## config.mk

```make
export PLATFORM = sky130hd
export DESIGN_NAME = mul_acc
export DESIGN_NICKNAME = d
export VERILOG_FILES = /design/src/rtl/mul_acc_pkg.sv /design/src/rtl/mul_acc_mul.sv /design/src/rtl/mul_acc.sv
export SDC_FILE = /design/constraint.sdc
export NUM_CORES = 1
export LEC_CHECK = 0
export ABC_CLOCK_PERIOD_IN_PS = 8700
export CAP_MARGIN = 20
export CORE_MARGIN = 2
export CORE_UTILIZATION = 55
export CTS_CLUSTER_DIAMETER = 80
export DETAILED_ROUTE_END_ITERATION = 8
export GPL_TIMING_DRIVEN = 1
export MAX_ROUTING_LAYER = met4
export PLACE_DENSITY_LB_ADDON = 0.12
export SYNTH_ARGS = -nofsm -noshare
export SYNTH_HDL_FRONTEND = slang
export SYNTH_SLANG_ARGS = --single-unit
```

## constraint.sdc

```tcl
create_clock -name clk -period 8.7 [get_ports clk]
set_clock_uncertainty 0.05 [all_clocks]
set_input_delay 2.175 -clock clk [delete_from_list [all_inputs] [get_ports clk]]
set_output_delay 2.175 -clock clk [all_outputs]
set_load 0.01 [all_outputs]
```

## src/rtl/mul_acc_pkg.sv

```systemverilog
// Shared types and width helpers for the mul_acc multiply-accumulate block.
package mul_acc_pkg;

  typedef enum logic [1:0] {
    IDLE  = 2'd0,
    LOAD  = 2'd1,
    DRAIN = 2'd2,
    DONE  = 2'd3
  } state_e;

  // Accumulator width: full product plus enough headroom for LEN additions.
  function automatic int acc_width(input int size, input int len);
    return 2 * size + $clog2(len);
  endfunction

  // Pair counter width: must be able to hold the value LEN itself.
  function automatic int cnt_width(input int len);
    return $clog2(len + 1);
  endfunction

endpackage

```

## src/rtl/mul_acc_mul.sv

```systemverilog
// MUL: combinational unsigned array multiplier (shift-and-add of partial products).
module MUL #(
  parameter int SIZE = 8
) (
  input  logic [SIZE-1:0]   a,
  input  logic [SIZE-1:0]   b,
  output logic [2*SIZE-1:0] p
);

  logic [2*SIZE-1:0] pp_a;
  logic [SIZE-1:0]   pp_b;

  // Sum one shifted copy of a for every set bit of b.
  always_comb begin
    p    = '0;
    pp_a = {{SIZE{1'b0}}, a};
    pp_b = b;
    for (int unsigned i = 0; i < unsigned'(SIZE); i++) begin
      if (pp_b[0]) begin
        p = p + pp_a;
      end
      pp_a = pp_a << 1;
      pp_b = pp_b >> 1;
    end
  end

endmodule

```

## src/rtl/mul_acc.sv

```systemverilog
// mul_acc: accumulates LEN unsigned products a*b through a two-stage
// operand/product pipeline and presents the sum with a valid/ready handshake.
// Optional feature: define MUL_ACC_ABORT_EN to add the abort input.
import mul_acc_pkg::*;

module mul_acc #(
  parameter int SIZE = 8,
  parameter int LEN  = 4
) (
  input  logic                              clk,
  input  logic                              rst,
`ifdef MUL_ACC_ABORT_EN
  input  logic                              abort,
`endif
  input  logic                              start,
  input  logic                              in_valid,
  output logic                              in_ready,
  input  logic [SIZE-1:0]                   a,
  input  logic [SIZE-1:0]                   b,
  output logic                              out_valid,
  input  logic                              out_ready,
  output logic [acc_width(SIZE, LEN)-1:0]   result,
  output logic                              busy
);

  localparam int RW = acc_width(SIZE, LEN);
  localparam int PW = 2 * SIZE;
  localparam int CW = cnt_width(LEN);

  state_e          state_q, state_d;
  logic [CW-1:0]   cnt_q, cnt_d;
  logic [RW-1:0]   acc_q, acc_d;
  logic [SIZE-1:0] a_q, a_d, b_q, b_d;
  logic            op_vld_q, op_vld_d;
  logic [PW-1:0]   prod_q, prod_d, prod_w;
  logic            prod_vld_q, prod_vld_d;
  logic            in_ready_q, in_ready_d;
  logic            out_valid_q, out_valid_d;
  logic            busy_q, busy_d;
  logic            accept;

  MUL #(.SIZE(SIZE)) u_mul (
    .a (a_q),
    .b (b_q),
    .p (prod_w)
  );

  // Next-state, pipeline and registered-output computation.
  always_comb begin
    state_d     = state_q;
    cnt_d       = cnt_q;
    acc_d       = acc_q;
    a_d         = a_q;
    b_d         = b_q;
    prod_d      = prod_q;
    accept      = (state_q == LOAD) && in_ready_q && in_valid;

    // Operand stage, product stage, accumulate stage.
    if (accept) begin
      a_d = a;
      b_d = b;
    end
    op_vld_d = accept;
    if (op_vld_q) begin
      prod_d = prod_w;
    end
    prod_vld_d = op_vld_q;
    if (prod_vld_q) begin
      acc_d = acc_q + RW'(prod_q);
    end

    case (state_q)
      IDLE: begin
        if (start) begin
          acc_d   = '0;
          cnt_d   = '0;
          state_d = LOAD;
        end
      end
      LOAD: begin
        if (accept) begin
          cnt_d = cnt_q + CW'(1);
          if (cnt_q == CW'(LEN - 1)) begin
            state_d = DRAIN;
          end
        end
      end
      // Pairs leave the pipeline in order, so a valid product with an empty
      // operand stage is the last one being added on this edge.
      DRAIN: begin
        if (prod_vld_q && !op_vld_q) begin
          state_d = DONE;
        end
      end
      DONE: begin
        if (out_valid_q && out_ready) begin
          state_d = IDLE;
        end
      end
      default: state_d = IDLE;
    endcase

`ifdef MUL_ACC_ABORT_EN
    // Abort wipes everything exactly as reset does.
    if (abort && (state_q != IDLE)) begin
      state_d    = IDLE;
      cnt_d      = '0;
      acc_d      = '0;
      a_d        = '0;
      b_d        = '0;
      op_vld_d   = 1'b0;
      prod_d     = '0;
      prod_vld_d = 1'b0;
    end
`endif

    in_ready_d  = (state_d == LOAD);
    out_valid_d = (state_d == DONE);
    busy_d      = (state_d != IDLE);
  end

  // State, datapath and output registers.
  always_ff @(posedge clk or posedge rst) begin
    if (rst) begin
      state_q     <= IDLE;
      cnt_q       <= '0;
      acc_q       <= '0;
      a_q         <= '0;
      b_q         <= '0;
      op_vld_q    <= 1'b0;
      prod_q      <= '0;
      prod_vld_q  <= 1'b0;
      in_ready_q  <= 1'b0;
      out_valid_q <= 1'b0;
      busy_q      <= 1'b0;
    end else begin
      state_q     <= state_d;
      cnt_q       <= cnt_d;
      acc_q       <= acc_d;
      a_q         <= a_d;
      b_q         <= b_d;
      op_vld_q    <= op_vld_d;
      prod_q      <= prod_d;
      prod_vld_q  <= prod_vld_d;
      in_ready_q  <= in_ready_d;
      out_valid_q <= out_valid_d;
      busy_q      <= busy_d;
    end
  end

  assign in_ready  = in_ready_q;
  assign out_valid = out_valid_q;
  assign busy      = busy_q;
  assign result    = acc_q;

endmodule
```

# Word-level counts from Yosys, hierarchy flattened
# Cells that the tools add are included.
# W data, S select, Z words.
[op_classes] n_reduce_logical=9 n_eq_ne=8 n_bitwise=0 add_sub_neg=9 div=0 mux=20 multipliers=0 shifts=0 order_cmp=0
[ops] op="$mux W16" count=7
[ops] op="$mux W18" count=3
[ops] op="$add A18 B16 Y18" count=1
[ops] op="$add A16 B10 Y16" count=1
[ops] op="$add A16 B11 Y16" count=1
[ops] op="$add A16 B12 Y16" count=1
[ops] op="$add A16 B13 Y16" count=1
[ops] op="$add A16 B14 Y16" count=1
[ops] op="$add A16 B15 Y16" count=1
[ops] op="$add A16 B9 Y16" count=1
[ops] op="$mux W2" count=5
[ops] op="$mux W8" count=1
[ops] op="$pmux W2 S4" count=1
[ops] op="$eq A2 B2 Y1 const B" count=3
[ops] op="$mux W3" count=2
[ops] op="$pmux W3 S2" count=1
[ops] op="$eq A2 B1 Y1 const B" count=2
[ops] op="$logic_and A1 B1 Y1" count=4
[ops] op="$ne A2 B2 Y1 const B" count=2
[ops] op="$reduce_bool A2 Y1" count=2
[ops] op="$add A3 B1 Y3 const B" count=1
[ops] op="$eq A3 B2 Y1 const B" count=1
[ops] op="$reduce_and A3 Y1" count=1
[ops] op="$logic_not A2 Y1" count=1
[ops] op="$logic_not A1 Y1" count=1
[word_totals] mem_count=0 latch_bits=0 reg_bits=60 ramBits=0 word_cells=57 out_inout_bits=21 input_bits=21 rom_bits=0

# Depth between registers and ports, before layout
# Gate-level depths: netlist (run 1).
[depth] word_depth=15 depth_mapped=48 depth_no_buf=47

# Modules after synthesis
# Synthesis (run 1) repeated with hierarchy kept, for this count alone.
[unflattened] cells_unflattened=746 area_unflattened_um2=6346.1
[modules_own_cells] mod="MUL" cells_each=423 seq_area_each_um2=0.0 area_per_inst_um2=3181.8 n_inst=1
[modules_own_cells] mod="mul_acc" cells_each=323 seq_area_each_um2=1501.4 area_per_inst_um2=3164.3 n_inst=1

# Least setup slack after synthesis (run 1)
# OpenSTA, ideal clock, no wires.
[synth_timing] path_type="register to register" start="register a_q[2]" end="register prod_q[14]" arrival_ps=8141 t_required_ps=8524 setup_time_ps=126 slack_ps=383 path_stages_with_launch=47 synth_period_minus_slack_ps=8317 n_path_buf=1 path_cell_list="dfrtp_1 -> buf_2 -> nand2_1 -> inv_1 -> ha_1 -> a21o_1 -> maj3_1 -> xor2_1 -> o21a_1 -> ha_1 -> nor2b_1 -> o31a_1 -> a21oi_1 -> nand2_1 -> o211ai_1 -> ha_1 -> o21a_1 -> o31a_1 -> [... 11 more ...] -> a21o_1 -> a31oi_1 -> xnor2_1 -> nand2_1 -> o21ai_1 -> ha_1 -> nand2_1 -> a21oi_1 -> a211o_1 -> xor2_1 -> nand2_1 -> nand2_1 -> ha_1 -> o21a_1 -> a21o_1 -> a21oi_1 -> mux2i_1 -> a221o_1"
[synth_via] elab_chain_cells=15
[synth_lines] element="start: declaration" line_no="mul_acc.sv:33" source="logic [SIZE-1:0] a_q, a_d, b_q, b_d;"
[synth_lines] element="start signal: assignment" line_no="mul_acc.sv:128" source="a_q <= '0;"
[synth_lines] element="start signal: assignment" line_no="mul_acc.sv:140" source="a_q <= a_d;"
[synth_lines] element="$mux W8" line_no="mul_acc_mul.sv:19" source="if (pp_b[0]) begin"
[synth_lines] element="$add A16 B9 Y16" line_no="mul_acc_mul.sv:20" source="p = p + pp_a;"
[synth_lines] element="$mux W16" line_no="mul_acc_mul.sv:19"
[synth_lines] element="$add A16 B10 Y16" line_no="mul_acc_mul.sv:20"
[synth_lines] element="$mux W16" line_no="mul_acc_mul.sv:19"
[synth_lines] element="$add A16 B11 Y16" line_no="mul_acc_mul.sv:20"
[synth_lines] element="$mux W16" line_no="mul_acc_mul.sv:19"
[synth_lines] element="$add A16 B12 Y16" line_no="mul_acc_mul.sv:20"
[synth_lines] element="$mux W16" line_no="mul_acc_mul.sv:19"
[synth_lines] element="$add A16 B13 Y16" line_no="mul_acc_mul.sv:20"
[synth_lines] element="$mux W16" line_no="mul_acc_mul.sv:19"
[synth_lines] element="$add A16 B14 Y16" line_no="mul_acc_mul.sv:20"
[synth_lines] element="$mux W16" line_no="mul_acc_mul.sv:19"
[synth_lines] element="$add A16 B15 Y16" line_no="mul_acc_mul.sv:20"
[synth_lines] element="$mux W16 *" line_no="mul_acc_mul.sv:19"
[synth_lines] element="end signal: assignment" line_no="mul_acc.sv:143" source="prod_q <= prod_d;"
[synth_lines] element="end: declaration" line_no="mul_acc.sv:35" source="logic [PW-1:0] prod_q, prod_d, prod_w;"
# Mark *: on every way between the ends. The rest lies on a longest branch, timed or not.
# A chain may end at the register's enable or synchronous reset.

# Worst setup path in the final report (run 1)
[layout_timing] start="register b_q[0]" end="register prod_q[14]"
[layout_via] elab_chain_cells=15
[layout_lines] element="start: declaration" line_no="mul_acc.sv:33"
[layout_lines] element="start signal: assignment" line_no="mul_acc.sv:129" source="b_q <= '0;"
[layout_lines] element="start signal: assignment" line_no="mul_acc.sv:141" source="b_q <= b_d;"
[layout_lines] element="$mux W8 *" line_no="mul_acc_mul.sv:19"
[layout_lines] element="$add A16 B9 Y16" line_no="mul_acc_mul.sv:20"
[layout_lines] element="$mux W16 *" line_no="mul_acc_mul.sv:19"
[layout_lines] element="$add A16 B10 Y16" line_no="mul_acc_mul.sv:20"
[layout_lines] element="$mux W16 *" line_no="mul_acc_mul.sv:19"
[layout_lines] element="$add A16 B11 Y16" line_no="mul_acc_mul.sv:20"
[layout_lines] element="$mux W16 *" line_no="mul_acc_mul.sv:19"
[layout_lines] element="$add A16 B12 Y16" line_no="mul_acc_mul.sv:20"
[layout_lines] element="$mux W16 *" line_no="mul_acc_mul.sv:19"
[layout_lines] element="$add A16 B13 Y16" line_no="mul_acc_mul.sv:20"
[layout_lines] element="$mux W16 *" line_no="mul_acc_mul.sv:19"
[layout_lines] element="$add A16 B14 Y16" line_no="mul_acc_mul.sv:20"
[layout_lines] element="$mux W16 *" line_no="mul_acc_mul.sv:19"
[layout_lines] element="$add A16 B15 Y16" line_no="mul_acc_mul.sv:20"
[layout_lines] element="$mux W16 *" line_no="mul_acc_mul.sv:19"
# Marked as above.

==> flow_summary.ini, run 1 <==
[logic_synthesis]
synth_area_leaders = dfrtp_1, ha_1, nand2_1
yosysTopAreaCellShare_pct = 24.48
synth_top_area_cell = dfrtp_1
ys_types = 66
synth_nets = 836
synth_seq_cells = 60
synth_flop_cell = dfrtp_1
synth_seq_area_share_pct = 24.48
synthCells = 731
synth.avg_cell_area_um2 = 8.390
yosysWarnings = 0
async_flop_share_pct = 100.0
synth_edf_count = 0
synth_area_um2 = 6133

[setup_path]
cp_max_fo = 5
slowest_delay_ps = 450
cp_top_family = adder cells
crit_top_cell = nand2_1
crit_slowest_cell = fa_2
critPathKind = reg -> reg
crit_buf_inv = 4
worstSetupEndpointType = register
crit_required_ps = 8880
startpoint_type = register
arrival_ps = 8680

[timing]
hold_viol = 0
fin_crit_sh_pct = 97.72
clock.fmax_ghz = 0.1176
relSlewSlack_pct = 33.53
rsz0062_at_grt = true
tightest_slew_ps = 997.0
setup_viol = 0
post-route-min-period_ps = 8502
slew_viol_final = 0

[drt]
wire_per_inst_um = 17.26
drt_iter0_drc = 421
wirelength_um = 16520
viasPerCell = 6.047
drtPass1Iterations = 5
drc = 0
antenna_left = 0
vias = 5787

[clocking]
clock_latency_ps = 350
path_clk_slew_ps = 70
ctsHoldBuffers = 0
cts-buffers-inserted = 9
cts_tree = done
cts_buffer_depth = 2
cts_max_level = 3
root_buffer = clkbuf_8
clock_sinks = 60

[die]
die_area_um2 = 12010
core_area_um2 = 10840
initial_utilization_pct = 56.58
num_rows = 38
ios = 42
die_w_um = 109.6
die_h_um = 109.6

[cells_and_area]
finalNonFillerCells = 957
drive_above_1_share_pct = 18.12
fillCellCount = 836
synthToLayoutAreaGrowth_pct = 24.17
antenna_cells = 0
nets = 918
regArea_um2 = 1501
design_area_um2 = 7616
multiInputGateArea_um2 = 4807
fin_util_pct = 70.26

[run_status]
outcome = finished, final reports clean

[worst_hold_path]
hp-class = reg -> reg

[job]
max_cap_violations = 0

[global_routing]
grt.overflow.total = 0
antenna_found_initial = 0
grt_pass1_vias = 5652
grtUsageTotal_pct = 28.80
grt_max_degree = 61
grt_pass1_wl_um = 26500

[placed_design]
port_buffers = 41
place_congestion = 0.9056
dpl_cell_area_um2 = 6874
place_hpwl_um = 12250
dp_cells = 923
## stage by stage
step | setup TNS [ps] | hold slack, ps | setup WS, ps
finish | 0 | 444.2 | 198.4
CTS | 0 | 438.5 | 16.67
global placement | 0 | 410.5 | 202.2
global route | -1204 | 472.1 | -338.4
detailed placement | -297.5 | 426.6 | -140.3
floorplan | 0 | 365.6 | 382.7
## cell usage after synthesis (5+ instances only)
master,count
nand2_1,85
ha_1,76
dfrtp_1,60
nor2_1,53
a21oi_1,51
inv_1,32
o21ai_1,31
xnor2_1,26
a21o_1,25
mux2i_1,22
o21a_1,18
clkbuf_1,16
nor3_1,14
xor2_1,14
a211oi_1,12
and2_1,12
nand3_1,11
nor2b_1,11
o21ai_0,11
mux2_2,10
a31oi_1,9
fa_1,8
and3_1,7
inv_2,7
or3_1,7
o21bai_1,6
a221o_1,5
nand2b_1,5
o221ai_1,5
o22ai_1,5
o31ai_1,5
## placed cells by master (no fill, tap or decap), types with 5 or more instances in the layout
cell	Yosys	layout
a211oi_1	12	11
nand3_1	11	11
buf_4	0	49
a21o_1	25	25
and2_1	12	11
clkdlybuf4s50_1	0	41
dfrtp_1	60	60
o21a_1	18	18
nor2b_1	11	8
fa_1	8	6
o21ai_0	11	8
ha_1	76	58
ha_4	0	15
o21ai_1	31	30
a21oi_1	51	42
and3_1	7	7
a21oi_2	0	9
nor3_1	14	13
a221o_1	5	5
xor2_1	14	13
o21bai_1	6	6
clkbuf_8	0	10
nand2b_1	5	5
nand2_1	85	82
or3_1	7	7
inv_1	32	30
xnor2_1	26	25
o22ai_1	5	5
mux2_2	10	7
nor2_1	53	51
mux2i_1	22	21
inv_2	7	9
a31oi_1	9	6
## cell type report
cell class | instances | share of cell area, %
multi-input cells | 611 | 63.12
flip-flops and latches | 60 | 19.71
repair buffers | 91 | 10.37
well taps | 140 | 2.300
inverters | 40 | 1.988
clock buffers | 11 | 1.856
clock inverters | 4 | 0.6571
## per-layer routing
metal / track usage (%) / vias to the layer above / routed length [µm]
met3: 3.260 / 42 / 668
met5: - / - / 0
li1: - / 2851 / -
met1: 35.87 / 2742 / 7349
met4: 11.66 / 0 / 571
met2: 47.80 / 152 / 7930
## what timing repair did
action,CTS,global route
endpoints found under the hold margin,0,0
resized for setup,8,68
pin swaps,3,44
buffers inserted,1,18
endpoints found under the setup margin,3,7
## worst register-to-register path, delay by kind of cell, from the launching register on
family,cells,cell delay (ps)
AO/OA/AOI/OAI,13,2340
adder cells (fa/ha/maj),8,2510
XOR/XNOR,6,1010
buffers and inverters,4,380
flip-flops,1,440
AND/OR/NAND/NOR,11,1320
multiplexers,2,370
## registers in the layout (all words and copies together), names as in the netlist
register / cells
prod_q: 16
in_ready: 1
state_q: 2
op_vld_q: 1
cnt_q: 3
a_q: 8
prod_vld_q: 1
result: 18
busy: 1
b_q: 8
out_valid: 1
## cells by family (layout without fill, tap and decap cells)
logic type,Yosys count,count (layout),share of synthesized area (%)
flops,60,60,24.48
simple gates,228,228,17.44
mux,33,33,5.610
xor+xnor,40,40,5.712
compound gates,225,225,24.75
fa+ha+maj,85,85,18.28
buf+inv,60,146,3.733
## path summary, 6_finish.rpt
path                                            from                endpoint  slack (ps)  depth (start not counted)
worst min-delay path            cnt_q[0]$_DFFE_PP0P_    cnt_q[0]$_DFFE_PP0P_         440                          1
max in group asynchronous                        rst  prod_q[12]$_DFFE_PP0P_        5770                          3
worst min register to register  cnt_q[0]$_DFFE_PP0P_    cnt_q[0]$_DFFE_PP0P_         440                          1
worst max register to register    b_q[0]$_DFFE_PP0P_  prod_q[14]$_DFFE_PP0P_         200                         44
worst max-delay path              b_q[0]$_DFFE_PP0P_  prod_q[14]$_DFFE_PP0P_         200                         44
min in group asynchronous                        rst    cnt_q[1]$_DFFE_PP0P_        2350                          3
Power of run 1 is not shown: default switching activity piles up to over one toggle a cycle in this logic, so the estimate is an artifact.
==> inputs of run 2 (changes only) <==
Settings changed: CTS_BUF_LIST set to sky130_fd_sc_hd__clkbuf_8 sky130_fd_sc_hd__clkbuf_16, RECOVER_POWER set to 100, REMOVE_ABC_BUFFERS set to 1.
==> run 2 against run 1 <==
The run now ends with capacitance limit, slew limit left. Routed wire length is 4.2% higher. Hold slack better by 22 ps. Count of clock-buffer cells in the layout is 2 lower. Sequential cell count stayed put. Die area stayed put. Critical endpoint unchanged. Critical path type unchanged. Register-to-register slack worse by 20 ps. Setup slack worse by 25 ps. Via count is 2.1% higher. Utilization is 0.93 points higher. Final cell count is 0.21% lower.
==> flow_summary.ini, run 2 (synthesis results as in run 1) <==
[placed_design]
place_hpwl_um = 12180
port_buffers = 41
place_congestion = 0.9668

[global_routing]
grt.overflow.total = 0
grtUsageTotal_pct = 29.16
grt_pass1_wl_um = 26840
antenna_found_initial = 0
grt_pass1_vias = 5620
grt_max_degree = 61

[die]
core_area_um2 = 10840
initial_utilization_pct = 56.58
die_h_um = 109.6
num_rows = 38
ios = 42
die_area_um2 = 12010
die_w_um = 109.6

[timing]
relSlewSlack_pct = -112.3
hold_viol = 0
post-route-min-period_ps = 8526
clock.fmax_ghz = 0.1173
fin_crit_sh_pct = 98.01
setup_viol = 0
slew_viol_final = 61
tightest_slew_ps = 3185

[clocking]
path_clk_slew_ps = 70
cts-buffers-inserted = 9
clock_sinks = 60
cts_max_level = 3
ctsHoldBuffers = 0
root_buffer = clkbuf_8
cts_buffer_depth = 2
cts_tree = done
clock_latency_ps = 350

[cells_and_area]
synthToLayoutAreaGrowth_pct = 25.83
layout_common_cells = nand2_1, dfrtp_1, ha_1
fillCellCount = 811
drive_above_1_share_pct = 19.26
final_common_cell = nand2_1
regArea_um2 = 1501
fin_util_pct = 71.19
nets = 915
antenna_cells = 0
largest_register_ffs = 18
multiInputGateArea_um2 = 4926

[setup_path]
cp_max_fo = 5
reg2reg_from = b_q[0]$_DFFE_PP0P_
startpoint_type = register
rr_endpoint = prod_q[14]$_DFFE_PP0P_
arrival_ps = 8710
critPathKind = reg -> reg
crit_required_ps = 8880
cp_top_family = compound AO/OA/AOI/OAI gates
rr_worst_depth = 41
rrSetupSlack_ps = 170
crit_buf_inv = 2
crit_slowest_cell = fa_2
worstSetupEndpointType = register
slowest_delay_ps = 450
crit_top_cell = ha_4

[worst_hold_path]
hp-start = cnt_q[2]$_DFFE_PP0P_
min_to = cnt_q[2]$_DFFE_PP0P_
hp-class = reg -> reg
min_path_cells = 2

[drt]
vias = 5907
drc = 0
wire_per_inst_um = 18.02
drt_iter0_drc = 431
wirelength_um = 17210
viasPerCell = 6.185
drtPass1Iterations = 7
antenna_left = 0

[run_status]
outcome = complete, but fails checks
violations = capacitance limit, slew limit

[job]
max_cap_violations = 1
==> run 2: cell types whose count changed in the layout (fill, tap and decap cells not counted), sizes merged <==
cell,delta
clkdlybuf4s50,-24
clkinv,+3
buf,-5
dlygate4sd3,+24
==> run 2: layer usage <==
layer / vias up / GRT usage [%] / routed length (µm)
li1: 2843 / - / -
met2: 186 / 48.32 / 8416
met3: 49 / 3.616 / 699
met1: 2829 / 36.52 / 7562
met5: - / - / 0
met4: 0 / 10.85 / 528
==> run 2: worst max path at each step <==
stage                                  start                     end  slack, ps  cells past startpoint
final                     b_q[0]$_DFFE_PP0P_  prod_q[14]$_DFFE_PP0P_        170                     41
after global routing      b_q[0]$_DFFE_PP0P_  prod_q[13]$_DFFE_PP0P_       -170                     42
after CTS                 b_q[0]$_DFFE_PP0P_  prod_q[14]$_DFFE_PP0P_          6                     45
after detailed placement  b_q[0]$_DFFE_PP0P_  prod_q[14]$_DFFE_PP0P_       -270                     44
after global placement    b_q[0]$_DFFE_PP0P_  prod_q[14]$_DFFE_PP0P_         10                     44
after floorplan           a_q[2]$_DFFE_PP0P_  prod_q[14]$_DFFE_PP0P_        430                     45
==> run 2: layout make-up <==
class                           instances  share of cell area, %
Multi-Input combinational cell        611                  63.83
Sequential cell                        60                  19.46
Timing Repair Buffer                   88                  9.890
Tap cell                              140                  2.270
Inverter                               40                  1.962
Clock buffer                            9                  1.605
Clock inverter                          7                 0.9890
==> run 2: timing repair <==
| action | CTS | global route |
|---|---|---|
| setup buffers | 5 | 23 |
| resized for setup | 12 | 78 |
| pin swaps | 4 | 41 |
| endpoints found under the setup margin | 3 | 6 |
==> run 2: worst reg2reg max path, delay by kind of cell (launching register included) <==
family | cells | cell delay, ps
AO/OA/AOI/OAI | 17 | 2910
XOR/XNOR | 3 | 400
adder cells (fa/ha/maj) | 8 | 2530
buffers and inverters | 2 | 180
flip-flops | 1 | 440
multiplexers | 4 | 820
AND/OR/NAND/NOR | 7 | 1090
==> run 2: through the flow <==
step	setup slack [ps]	cells	hold slack (ps)	TNS, ps	area (µm²)
3_3_place_gp	12.34	912	408.8	0	6792
6_report	173.5	955	466.1	0	7717
3_5_place_dp	-268.4	912	442.6	-499.3	6792
2_1_floorplan	430.2	711	393.2	0	6056
4_1_cts	5.623	933	456.0	0	7104
5_1_grt	-167.1	955	485.1	-475.8	7717
Power of run 2 is left out for the same reason.
==> inputs of run 3 (changes only) <==
Settings changed: SLEW_MARGIN set to 10.
==> results of run 3 <==
The final DEF is identical to that of run 2; final timing and power are the same.
Power of run 3 is left out for the same reason.
